File: src/rtl/cpu6_pipereg_hs_pkg.sv
// Shared widths and helpers for the cpu6 handshaked pipeline stage register.
package cpu6_pipereg_hs_pkg;

  localparam int CPU6_XLEN        = 32;
  localparam int CPU6_PIPE_CTRL_W = 16;
  localparam int CPU6_PIPE_CNT_W  = 16;

  function automatic logic [1:0] occ_count(input logic main_v, input logic skid_v);
    return {1'b0, main_v} + {1'b0, skid_v};
  endfunction

endpackage

File: src/rtl/cpu6_dffre.sv
// Flop bank with synchronous active-high reset and load enable.
module cpu6_dffre #(
  parameter int W = 1
) (
  input  logic         clk,
  input  logic         reset,
  input  logic         en,
  input  logic [W-1:0] d,
  output logic [W-1:0] q
);

  always_ff @(posedge clk) begin
    if (reset)   q <= '0;
    else if (en) q <= d;
  end

endmodule

File: src/rtl/cpu6_pipereg_hs.sv
// Handshaked pipeline stage: main entry plus optional skid entry, flush, and a
// saturating downstream bubble counter.
module cpu6_pipereg_hs
  import cpu6_pipereg_hs_pkg::*;
#(
  parameter int CTRL_W    = CPU6_PIPE_CTRL_W,
  parameter int DATA_W    = CPU6_XLEN,
  parameter int SKID      = 1,
  parameter int ZERO_DATA = 1,
  parameter int CNT_W     = CPU6_PIPE_CNT_W
) (
  input  logic              clk,
  input  logic              reset,
  input  logic              flash,
  input  logic              in_valid,
  output logic              in_ready,
  input  logic [CTRL_W-1:0] in_ctrl,
  input  logic [DATA_W-1:0] in_data,
  output logic              out_valid,
  input  logic              out_ready,
  output logic [CTRL_W-1:0] out_ctrl,
  output logic [DATA_W-1:0] out_data,
  output logic [1:0]        occupancy,
  output logic [CNT_W-1:0]  bubble_cnt
);

  localparam int   VC_W = CTRL_W + 1;
  localparam logic ZD   = (ZERO_DATA != 0);

  function automatic logic [CNT_W-1:0] sat_inc(input logic [CNT_W-1:0] v);
    return (&v) ? v : v + 1'b1;
  endfunction

  logic [VC_W-1:0]   w_main_vc, w_main_vc_d, w_skid_vc, w_skid_vc_d;
  logic [DATA_W-1:0] w_main_data, w_main_data_d, w_skid_data, w_skid_data_d;
  logic [CNT_W-1:0]  w_bubble;
  logic w_main_valid, w_skid_valid, w_in_ready;
  logic w_accept, w_pop, w_main_load_in, w_main_from_skid, w_main_clear;
  logic w_skid_load, w_skid_clear;
  logic w_main_vc_en, w_main_data_en, w_skid_vc_en, w_skid_data_en;

  assign w_main_valid = w_main_vc[VC_W-1];
  assign w_skid_valid = w_skid_vc[VC_W-1];

  // With a skid entry, in_ready comes straight from the skid valid flop.
  if (SKID != 0) begin : g_skid
    assign w_in_ready = ~w_skid_valid;
  end else begin : g_noskid
    assign w_in_ready = ~w_main_valid | out_ready;
  end

  assign w_accept         = in_valid & w_in_ready & ~flash;
  assign w_pop            = w_main_valid & out_ready;
  assign w_main_from_skid = w_pop & w_skid_valid;
  assign w_main_load_in   = w_accept & (~w_main_valid | (w_pop & ~w_skid_valid));
  assign w_main_clear     = w_pop & ~w_skid_valid & ~w_accept;
  assign w_skid_load      = w_accept & ~w_main_load_in;
  assign w_skid_clear     = w_main_from_skid;

  // Emptied entries store zero ctrl so out_ctrl is zero whenever out_valid is low.
  always_comb begin
    w_main_vc_d   = '0;
    w_main_data_d = '0;
    w_skid_vc_d   = '0;
    w_skid_data_d = '0;
    if (!flash) begin
      if (w_main_from_skid) begin
        w_main_vc_d   = w_skid_vc;
        w_main_data_d = w_skid_data;
      end else if (w_main_load_in) begin
        w_main_vc_d   = {1'b1, in_ctrl};
        w_main_data_d = in_data;
      end
      if (w_skid_load) w_skid_vc_d = {1'b1, in_ctrl};
      w_skid_data_d = in_data;
    end
  end

  assign w_main_vc_en   = flash | w_main_clear | w_main_load_in | w_main_from_skid;
  assign w_main_data_en = flash ? ZD : (w_main_load_in | w_main_from_skid);
  assign w_skid_vc_en   = flash | w_skid_clear | w_skid_load;
  assign w_skid_data_en = flash ? ZD : w_skid_load;

  cpu6_dffre #(.W(VC_W)) u_main_vc (
    .clk(clk), .reset(reset), .en(w_main_vc_en), .d(w_main_vc_d), .q(w_main_vc)
  );
  cpu6_dffre #(.W(DATA_W)) u_main_data (
    .clk(clk), .reset(reset), .en(w_main_data_en), .d(w_main_data_d), .q(w_main_data)
  );
  cpu6_dffre #(.W(VC_W)) u_skid_vc (
    .clk(clk), .reset(reset), .en(w_skid_vc_en), .d(w_skid_vc_d), .q(w_skid_vc)
  );
  cpu6_dffre #(.W(DATA_W)) u_skid_data (
    .clk(clk), .reset(reset), .en(w_skid_data_en), .d(w_skid_data_d), .q(w_skid_data)
  );
  cpu6_dffre #(.W(CNT_W)) u_bubble (
    .clk(clk), .reset(reset), .en(out_ready & ~w_main_valid), .d(sat_inc(w_bubble)), .q(w_bubble)
  );

  assign in_ready   = w_in_ready;
  assign out_valid  = w_main_valid;
  assign out_ctrl   = w_main_vc[CTRL_W-1:0];
  assign out_data   = w_main_data;
  assign occupancy  = occ_count(w_main_valid, w_skid_valid);
  assign bubble_cnt = w_bubble;

endmodule

File: config.mk
export PLATFORM = sky130hd
export DESIGN_NAME = cpu6_pipereg_hs
export DESIGN_NICKNAME = d
export VERILOG_FILES = /design/src/rtl/cpu6_pipereg_hs_pkg.sv /design/src/rtl/cpu6_dffre.sv /design/src/rtl/cpu6_pipereg_hs.sv
export SDC_FILE = /design/constraint.sdc
export NUM_CORES = 1
export LEC_CHECK = 0
export BUFFER_PORTS_ARGS = -buffer_cell sky130_fd_sc_hd__clkbuf_2
export CAP_MARGIN = 20
export CORE_AREA = 2 2 144 104
export CTS_BUF_LIST = sky130_fd_sc_hd__clkbuf_8 sky130_fd_sc_hd__clkbuf_16
export DETAILED_ROUTE_END_ITERATION = 16
export DIE_AREA = 0 0 146 106
export MAX_ROUTING_LAYER = met4
export PLACE_DENSITY = 0.69
export SKIP_CTS_REPAIR_TIMING = 1
export SKIP_LAST_GASP = 1
export SYNTH_ARGS = -nofsm -noshare
export SYNTH_HDL_FRONTEND = slang
export SYNTH_SLANG_ARGS = --single-unit
File: constraint.sdc
create_clock -name clk -period 1.8 [get_ports clk]
set_input_delay 0.36 -clock clk [delete_from_list [all_inputs] [get_ports clk]]
set_output_delay 0.36 -clock clk [all_outputs]
set_load 0.02 [all_outputs]
==> results.json, run 1 <==
{
  "power_frac_clock": 0.527,
  "cts_tree": "done",
  "n_fill_cell": 1445,
  "startpoint": "u_main_vc.q[16]",
  "grt_usage": 0.165,
  "slew_viol_final": 0,
  "synthFlopType": "dfxtp_1",
  "status": "complete, no violations",
  "h-tree-depth": 4,
  "drtIter0Drc": 138,
  "cp-start-kind": "flop",
  "dpl_cell_area_um2": 5800,
  "hp-start": "in_data[29]",
  "hold_viol": 0,
  "drtPass1Iterations": 4,
  "ys_ff_latch": 114,
  "grt_pass1_wl_um": 20100,
  "fin_skew_ns": 0.00657,
  "rsz0062_at_grt": "false",
  "tns_ns": 0,
  "required_ns": 1.44,
  "tightest_slew_ns": 0.559,
  "grt_pass1_vias": 3878,
  "cts.path.max_buffers": 2,
  "ys_seq_area_frac": 0.472,
  "synth_edf_count": 0,
  "cts_made_buffers": 17,
  "gp_congestion": 0.724,
  "rr_startpoint": "u_bubble.q[0]",
  "slew_headroom": 0.627,
  "hp-class": "in2reg",
  "drive_gt1_frac": 0.287,
  "cpPeakStageDelay_ns": 0.37,
  "clock-sinks": 114,
  "period_minus_slack_ns": 1.71,
  "io_buffers": 120,
  "ys_top_cells_by_area": "dfxtp_1 (47%), mux2i_1 (10%), a2bb2oi_1 (8.7%), nor2_1 (5.4%), a21oi_1 (4.8%)",
  "die-area_um2": 15500,
  "yosysWarnings": 0,
  "share_comb_of_total_power": 0.077,
  "synth_fp_nets": 581,
  "grt-ovfl-total": 0,
  "wl_per_cell_um": 14.7,
  "ios": 121,
  "max_freq_mhz": 586,
  "syn_area_um2": 4840,
  "avgSynthCellArea_um2": 9.20,
  "routed_via_density": 4.98,
  "rows": 37,
  "antenna_found_initial": 0,
  "syn_inst": 526,
  "diodes": 0,
  "yosysTopAreaCellShare": 0.472,
  "syn_to_final_growth_pct": 32.7,
  "grt_start_max_net_pins": 46,
  "cap_viol_max_count": 0,
  "switchingPower_mw": 1.41,
  "async_flop_share": 0,
  "slowest_stage": "dfxtp_2",
  "p_sw_frac": 0.215,
  "die-height_um": 106,
  "start_util": 0.339,
  "ys_types": 47,
  "path_max_fanout": 10,
  "crit_family": "flip-flops",
  "fin_crit_sh": 0.947,
  "seq_area_um2": 2280,
  "setup_viol": 0,
  "critPathKind": "reg2out",
  "p_leak_nw": 2.96,
  "critPathArrivalTime_ns": 1.35,
  "power.density_nw_per_um2": 1020,
  "routed_wl_um": 12500,
  "crit_buf_inv": 2,
  "p_int_mw": 5.15,
  "die_x_um": 146,
  "dp_hpwl_um": 8180,
  "clkTransAtPathRegs_ns": 0.05,
  "core_area_um2": 14300,
  "peakVddDrop_mv": 0.525,
  "multi_input_area_um2": 2350,
  "synth_area_leader_cell": "dfxtp_1",
  "seqPwrFrac": 0.396,
  "total_power_mw": 6.56,
  "crit_path_cell_trace": "buf_4 -> ha_1 -> clkbuf_2",
  "ant_nets": 0,
  "fin_nets": 702,
  "cts_root_buf": "clkbuf_16",
  "dr_total_vias": 4250,
  "drcViolationCount": 0,
  "critPathCaptureType": "primary output",
  "final_area_um2": 6420,
  "clock_latency_ns": 0.40
}
-- cell type report --
class,instances,share of cell area
Sequential cell,114,0.356
Timing Repair Buffer,148,0.142
Clock buffer,23,0.0791
Multi-Input combinational cell,361,0.365
Clock inverter,7,0.0166
Tap cell,195,0.0380
Inverter,5,0.00292
-- power by group through the flow --
stage | Clock, mW | Sequential [mW] | Combinational (mW)
floorplan | 0 | 2.70 | 0.249
global placement | 0 | 2.65 | 0.504
detailed placement | 0 | 2.65 | 0.505
CTS | 3.54 | 2.60 | 0.506
global route | 3.65 | 2.60 | 0.549
finish | 3.46 | 2.60 | 0.503
-- cells in the mapped netlist (all sizes together), types with 8 or more instances --
library cell	number
nand3	37
nand2	36
buf	24
a22oi	16
mux2i	49
or4	8
a2bb2oi	48
o31ai	8
dfxtp	114
a21oi	46
clkbuf	22
nor2	69
-- kinds of logic (layout without fill, tap and decap cells) --
| group | count (synthesis) | count (layout) | synth area share |
|---|---|---|---|
| adders and majority gates | 2 | 2 | 0.00517 |
| AOI/OAI and AO/OA | 133 | 133 | 0.194 |
| muxes | 51 | 51 | 0.106 |
| buffers and inverters | 51 | 183 | 0.0496 |
| DFF | 114 | 114 | 0.472 |
| and+or+nand+nor | 175 | 175 | 0.174 |
-- worst reg2reg max path: cells and delay by family, from the launching register on --
family	cells	cell delay (ns)
DFF	1	0.32
AOI/OAI and AO/OA	1	0.15
and+or+nand+nor	3	0.98
adders and majority gates	1	0.18
-- path summary, 6_finish.rpt --
| kind | to | slack, ns | cells past startpoint |
|---|---|---|---|
| worst max-delay path | occupancy[0] | 0.09 | 3 |
| worst min register to register | u_skid_data.q[2] | 0.46 | 2 |
| worst min-delay path | u_skid_data.q[29] | 0.20 | 3 |
| worst max register to register | u_bubble.q[13] | 0.09 | 5 |
-- sequential cells by signal (all words and copies together) (netlist names) --
signal / flops
u_bubble.q: 16
u_main_data.q: 32
u_main_vc.q: 17
u_skid_data.q: 32
u_skid_vc.q: 17
-- metal layers --
metal  wire, um  vias to the layer above  global-route usage  share of wire
li1           -                     2144                   -              -
met1       6480                     1996               0.229           0.52
met2       5320                       97               0.236           0.42
met3        558                       13              0.0438          0.044
met4        177                        0              0.0513          0.014
met5          0                        -                   -              0
-- cells in the final DEF, fill, tap and decap left out, drive strengths merged, types with 2 or more instances in the layout --
cell type,Yosys,routed
mux2i,49,49
nand2,36,36
or3,4,4
nor2,69,69
nor2b,2,2
o21ai,6,6
nand2b,3,3
a21oi,46,46
mux2,2,2
ha,2,2
buf,24,29
dfxtp,114,114
nand4,4,4
or4,8,8
nand3,37,37
inv,5,8
o31ai,8,8
and4,2,2
and3,2,2
nor3,2,2
o21a,2,2
a22oi,16,16
a2bb2oi,48,48
bufinv,0,3
clkbuf,22,142
-- per-stage QoR --
stage / hold slack [ns] / util / setup slack, ns / cells
after floorplan: 0.438 / - / 0.00552 / 526
after global placement: 0.452 / 0.407 / 0.111 / 823
after detailed placement: 0.458 / 0.407 / 0.0768 / 823
after CTS: 0.179 / 0.450 / -0.0513 / 853
after global routing: 0.190 / 0.450 / 0.0186 / 853
final: 0.196 / 0.450 / 0.0949 / 853
No activity file was read; power rests on OpenSTA's default activity.
==> run 2, diff against run 1 <==
--- a/config.mk
+++ b/config.mk
@@ -7,12 +7,12 @@
 export LEC_CHECK = 0
 export BUFFER_PORTS_ARGS = -buffer_cell sky130_fd_sc_hd__clkbuf_2
 export CAP_MARGIN = 20
-export CORE_AREA = 2 2 144 104
+export CORE_AREA = 2 2 74 147
 export CTS_BUF_LIST = sky130_fd_sc_hd__clkbuf_8 sky130_fd_sc_hd__clkbuf_16
 export DETAILED_ROUTE_END_ITERATION = 16
-export DIE_AREA = 0 0 146 106
+export DIE_AREA = 0 0 76 149
 export MAX_ROUTING_LAYER = met4
-export PLACE_DENSITY = 0.69
+export PLACE_DENSITY = 0.86
 export SKIP_CTS_REPAIR_TIMING = 1
 export SKIP_LAST_GASP = 1
 export SYNTH_ARGS = -nofsm -noshare
==> run 2 against run 1 <==
Wire length shrank 3.8%. Sequential share of layout area grew 0.90 points. Cell count shrank 7.4%. Largest power group unchanged. Final area shrank 2.5%.
==> results.json, run 2 (synthesized netlist as in run 1, its figures left out) <==
{
  "max_freq_mhz": 591,
  "crit_family": "buffers and inverters",
  "cp.depth": 3,
  "p_leak_nw": 2.89,
  "dr_total_vias": 4392,
  "die-area_um2": 11300,
  "core_area_um2": 10300,
  "crit_buf_inv": 2,
  "period_minus_slack_ns": 1.69,
  "r2r_slack_ns": 0.11,
  "final_area_um2": 6260,
  "dpl_cell_area_um2": 5650,
  "power.density_nw_per_um2": 1030,
  "slew_viol_final": 0,
  "h-tree-depth": 4,
  "cts_made_buffers": 17,
  "required_ns": 1.44,
  "grt_start_max_net_pins": 83,
  "tightest_slew_ns": 0.613,
  "peakVddDrop_mv": 0.705,
  "setup_viol": 0,
  "die_x_um": 76,
  "slew_headroom": 0.591,
  "cts_root_buf": "clkbuf_16",
  "diodes": 0,
  "rows": 53,
  "drtPass1Iterations": 5,
  "drive_gt1_frac": 0.286,
  "final_cell_mix": "clkbuf_2 (119), dfxtp_1 (113), nor2_1 (69)",
  "tns_ns": 0,
  "cts.path.max_buffers": 2,
  "cts_tree": "done",
  "die-height_um": 149,
  "layout_commonest_cell": "clkbuf_2",
  "drcViolationCount": 0,
  "fin_nets": 695,
  "rr_startpoint": "u_bubble.q[1]",
  "ant_nets": 0,
  "pre_cts_ws_ns": 0.0691,
  "cap_viol_max_count": 0,
  "hp-class": "in2reg",
  "io_buffers": 120,
  "hold_end": "u_skid_data.q[26]",
  "hold_depth": 3,
  "fin_cells": 790,
  "dp_hpwl_um": 7950,
  "fin_skew_ns": 0.00794,
  "routed_via_density": 5.56,
  "dp_cells": 757,
  "clock-sinks": 114,
  "critPathCaptureType": "primary output",
  "start_util": 0.471,
  "reg_top3": "u_main_data.q x32, u_skid_data.q x32",
  "critPathKind": "reg2out",
  "worst_slack_ns": 0.107,
  "grt-ovfl-total": 0,
  "cp-start-kind": "flop",
  "clkTransAtPathRegs_ns": 0.06,
  "cpPeakStageDelay_ns": 0.32,
  "grt_usage": 0.223,
  "slowest_stage": "dfxtp_1",
  "critPathArrivalTime_ns": 1.33,
  "syn_to_final_growth_pct": 29.4,
  "grt_pass1_wl_um": 20000,
  "total_power_mw": 6.43,
  "ios": 121,
  "routed_wl_um": 12100,
  "hold_viol": 0,
  "r2r_cells": 5,
  "wl_per_cell_um": 15.3,
  "gp_congestion": 0.785,
  "fin_util": 0.609,
  "r2r_end": "u_bubble.q[14]",
  "grt_pass1_vias": 4257,
  "antenna_found_initial": 0,
  "drtIter0Drc": 214,
  "fin_crit_sh": 0.941,
  "hp-start": "in_data[26]",
  "path_max_fanout": 5,
  "crit_path_cell_trace": "buf_4 -> ha_1 -> clkbuf_2",
  "hold_ws_ns": 0.186,
  "status": "complete, no violations",
  "clock_latency_ns": 0.41
}
run 2: cell types whose count changed in the layout (fill, tap and decap cells not counted), moves of 2 or more:
cell,change
clkinv_2,+5
buf_4,-6
clkinvlp_4,+2
clkbuf_8,-4
buf_12,-2
run 2: worst max-delay path by stage:
stage                                from              to  slack (ns)
after global routing        u_bubble.q[1]  u_bubble.q[14]     -0.0004
after CTS                 u_main_vc.q[16]    occupancy[0]       0.009
after detailed placement    u_bubble.q[1]  u_bubble.q[14]        0.07
after global placement      u_bubble.q[1]  u_bubble.q[14]        0.11
after floorplan             u_bubble.q[0]   u_bubble.q[9]       0.006
final                     u_skid_vc.q[16]    occupancy[0]        0.11
run 2: power breakdown:
group	leakage (nW)	switching, mW	internal, mW
logic	1.67	0.284	0.205
registers	0.923	0.0278	2.57
clock network	0.301	1.13	2.22
run 2: final cells by class:
| type | instances | area, um2 |
|---|---|---|
| Timing Repair Buffer | 140 | 828 |
| Multi-Input combinational cell | 362 | 2360 |
| Clock buffer | 19 | 453 |
| Tap cell | 137 | 171 |
| Sequential cell | 114 | 2280 |
| Clock inverter | 13 | 143 |
| Fill cell | 854 | 4020 |
| Inverter | 5 | 18.8 |
run 2: layer usage:
metal,up-vias,part of all wire,track usage
li1,2130,-,-
met2,158,0.48,0.356
met5,-,0,-
met3,15,0.075,0.0763
met4,0,0.013,0.0818
met1,2089,0.43,0.262
run 2: tightest hold or removal path: stages:
cell and delay [ns]:
clkbuf_2 0.09, nand2_1 0.05, a21oi_1 0.05
==> run 3, diff against run 2 <==
--- a/config.mk
+++ b/config.mk
@@ -7,14 +7,15 @@
 export LEC_CHECK = 0
 export BUFFER_PORTS_ARGS = -buffer_cell sky130_fd_sc_hd__clkbuf_2
 export CAP_MARGIN = 20
-export CORE_AREA = 2 2 74 147
+export CORE_AREA = 2 2 79 157
 export CTS_BUF_LIST = sky130_fd_sc_hd__clkbuf_8 sky130_fd_sc_hd__clkbuf_16
 export DETAILED_ROUTE_END_ITERATION = 16
-export DIE_AREA = 0 0 76 149
+export DIE_AREA = 0 0 81 159
 export MAX_ROUTING_LAYER = met4
-export PLACE_DENSITY = 0.86
+export PLACE_DENSITY = 0.85
 export SKIP_CTS_REPAIR_TIMING = 1
 export SKIP_LAST_GASP = 1
 export SYNTH_ARGS = -nofsm -noshare
 export SYNTH_HDL_FRONTEND = slang
+export SYNTH_HIERARCHICAL = 1
 export SYNTH_SLANG_ARGS = --single-unit
==> run 3 against run 2 <==
The flow now finishes with violations (negative setup slack). Total power down 0.41%. Count of clock-buffer cells in the layout is 4 higher. Critical path type is now reg2reg. Sequential share of layout area down 4.3 points. Combinational power rose by 34%. Critical endpoint is now u_bubble/q[4].
==> results.json, run 3 <==
{
  "syn_inst": 655,
  "max_freq_mhz": 552,
  "r2r_cells": 7,
  "gp_congestion": 0.803,
  "cts_root_buf": "clkbuf_16",
  "rr_startpoint": "u_bubble/q[12]",
  "ys_top_cells_by_area": "dfxtp_1 (41%), mux2i_1 (20%), nor2_1 (8.0%), nand2_1 (6.8%), a21oi_1 (4.8%)",
  "rows": 56,
  "reg_top3": "u_main_data/q x32, u_skid_data/q x32",
  "critPathCaptureType": "flop",
  "p_leak_nw": 3.53,
  "synthFlopType": "dfxtp_1",
  "yosysWarnings": 6,
  "slowest_stage": "or4_4",
  "die-area_um2": 12900,
  "fin_crit_sh": 1.01,
  "synth_most_common_cell": "nor2_1",
  "synth_fp_nets": 710,
  "die_x_um": 81,
  "routed_via_density": 5.06,
  "fin_nets": 850,
  "ant_nets": 0,
  "slew_headroom": 0.725,
  "syn_area_um2": 5600,
  "drcViolationCount": 0,
  "core_area_um2": 11600,
  "ys_types": 35,
  "synth_common_cells": "nor2_1 (120), dfxtp_1 (114), mux2i_1 (114)",
  "synth_area_leader_cell": "dfxtp_1",
  "drtIter0Drc": 208,
  "total_power_mw": 6.41,
  "avgSynthCellArea_um2": 8.55,
  "slew_viol_final": 0,
  "period_minus_slack_ns": 1.81,
  "r2r_slack_ns": -0.01,
  "final_area_um2": 7160,
  "hp-class": "in2reg",
  "async_flop_share": 0,
  "status": "complete, but fails checks",
  "dpl_cell_area_um2": 6560,
  "h-tree-depth": 4,
  "drtPass1Iterations": 4,
  "required_ns": 2.13,
  "tightest_slew_ns": 0.408,
  "cpPeakStageDelay_ns": 0.64,
  "violations": "negative setup slack",
  "wl_per_cell_um": 14.1,
  "routed_wl_um": 13400,
  "cp-start-kind": "flop",
  "io_buffers": 120,
  "grt_start_max_net_pins": 47,
  "cts_tree": "done",
  "critPathArrivalTime_ns": 2.14,
  "cts_made_buffers": 17,
  "hold_ws_ns": 0.303,
  "dr_total_vias": 4819,
  "grt_pass1_vias": 4718,
  "syn_to_final_growth_pct": 27.9,
  "path_max_fanout": 4,
  "final_cell_mix": "nor2_1 (119), clkbuf_2 (119), mux2i_1 (114)",
  "grt_pass1_wl_um": 21500,
  "clkTransAtPathRegs_ns": 0.05,
  "antenna_found_initial": 0,
  "fin_skew_ns": 0.0109,
  "power.density_nw_per_um2": 895,
  "crit_top_cell": "nand4_1",
  "r2r_end": "u_bubble/q[4]",
  "worst_slack_ns": -0.0125,
  "cts.path.max_buffers": 2,
  "peakVddDrop_mv": 0.656,
  "dp_hpwl_um": 9500,
  "clock_latency_ns": 0.40,
  "hold_viol": 0,
  "ys_seq_area_frac": 0.408,
  "rsz0062_at_grt": "true",
  "critPathKind": "reg2reg",
  "diodes": 0,
  "ys_ff_latch": 114,
  "crit_path_cell_trace": "nand4_1 -> or4_4 -> buf_4 -> nand4_1 -> xnor2_1 -> mux2i_1 -> nor2_1",
  "clock-sinks": 114,
  "crit_end": "u_bubble/q[4]",
  "ios": 121,
  "start_util": 0.481,
  "setup_viol": 2,
  "yosysTopAreaCellShare": 0.408,
  "die-height_um": 159,
  "grt-ovfl-total": 0,
  "startpoint": "u_bubble/q[12]",
  "grt_usage": 0.217,
  "synth_edf_count": 0,
  "cap_viol_max_count": 0,
  "drive_gt1_frac": 0.284
}
run 3: cell families (layout without fill, tap and decap cells):
group / Yosys count / count (layout) / synth area share
fa+ha+maj: 2 / 2 / 0.00447
xor+xnor: 9 / 9 / 0.0141
buf+inv: 53 / 205 / 0.0708
simple gates: 300 / 300 / 0.237
flops: 114 / 114 / 0.408
mux: 116 / 116 / 0.208
compound gates: 61 / 61 / 0.0572
run 3: power breakdown:
group / total [mW] / internal, mW / switching (mW)
Combinational: 0.657 / 0.299 / 0.358
Clock: 3.12 / 2.00 / 1.11
Sequential: 2.63 / 2.60 / 0.0391
Total: 6.41 / 4.90 / 1.51
run 3: worst min path at each step:
stage	slack, ns	end	cells after the start	startpoint
floorplan	0.43	u_main_data/q[29]	1	reset
global placement	0.47	u_skid_data/q[8]	2	u_skid_data/q[8]
detailed placement	0.48	u_skid_data/q[16]	2	u_skid_data/q[16]
CTS	0.29	u_skid_data/q[31]	2	reset
global route	0.31	u_main_data/q[18]	2	reset
finish	0.30	u_main_data/q[29]	2	reset
run 3: layout make-up:
| class | count | area, um2 |
|---|---|---|
| fillers | 999 | 4470 |
| multi-input cells | 488 | 2950 |
| flip-flops and latches | 114 | 2300 |
| repair buffers | 169 | 1130 |
| clock buffers | 23 | 519 |
| well taps | 145 | 181 |
| clock inverters | 8 | 51.3 |
| inverters | 5 | 18.8 |
run 3: worst max-delay path, delay by kind of cell (launching register included):
family                    cells  cell delay [ns]
xor gates and xnor gates      1             0.12
buffers and inverters         1             0.16
DFF                           1             0.32
muxes                         1             0.09
and+or+nand+nor               4             1.05
run 3: per-layer routing:
layer  vias up  global-route usage  part of all wire
met4         0              0.0955             0.023
met3        21              0.0448             0.041
met2       122               0.385              0.54
met1      2245               0.223              0.39
met5         -                   -                 0
li1       2431                   -                 -
run 3: stage by stage:
| stage | utilization | cells | setup WS, ns | TNS (ns) |
|---|---|---|---|---|
| CTS | 0.613 | 950 | -0.103 | -0.546 |
| global route | 0.616 | 952 | -0.0642 | -0.212 |
| finish | 0.616 | 952 | -0.0125 | -0.0127 |
| global placement | 0.564 | 919 | -0.0410 | -0.0874 |
| detailed placement | 0.564 | 919 | -0.0826 | -0.351 |
| floorplan | - | 655 | -0.0723 | -0.0723 |
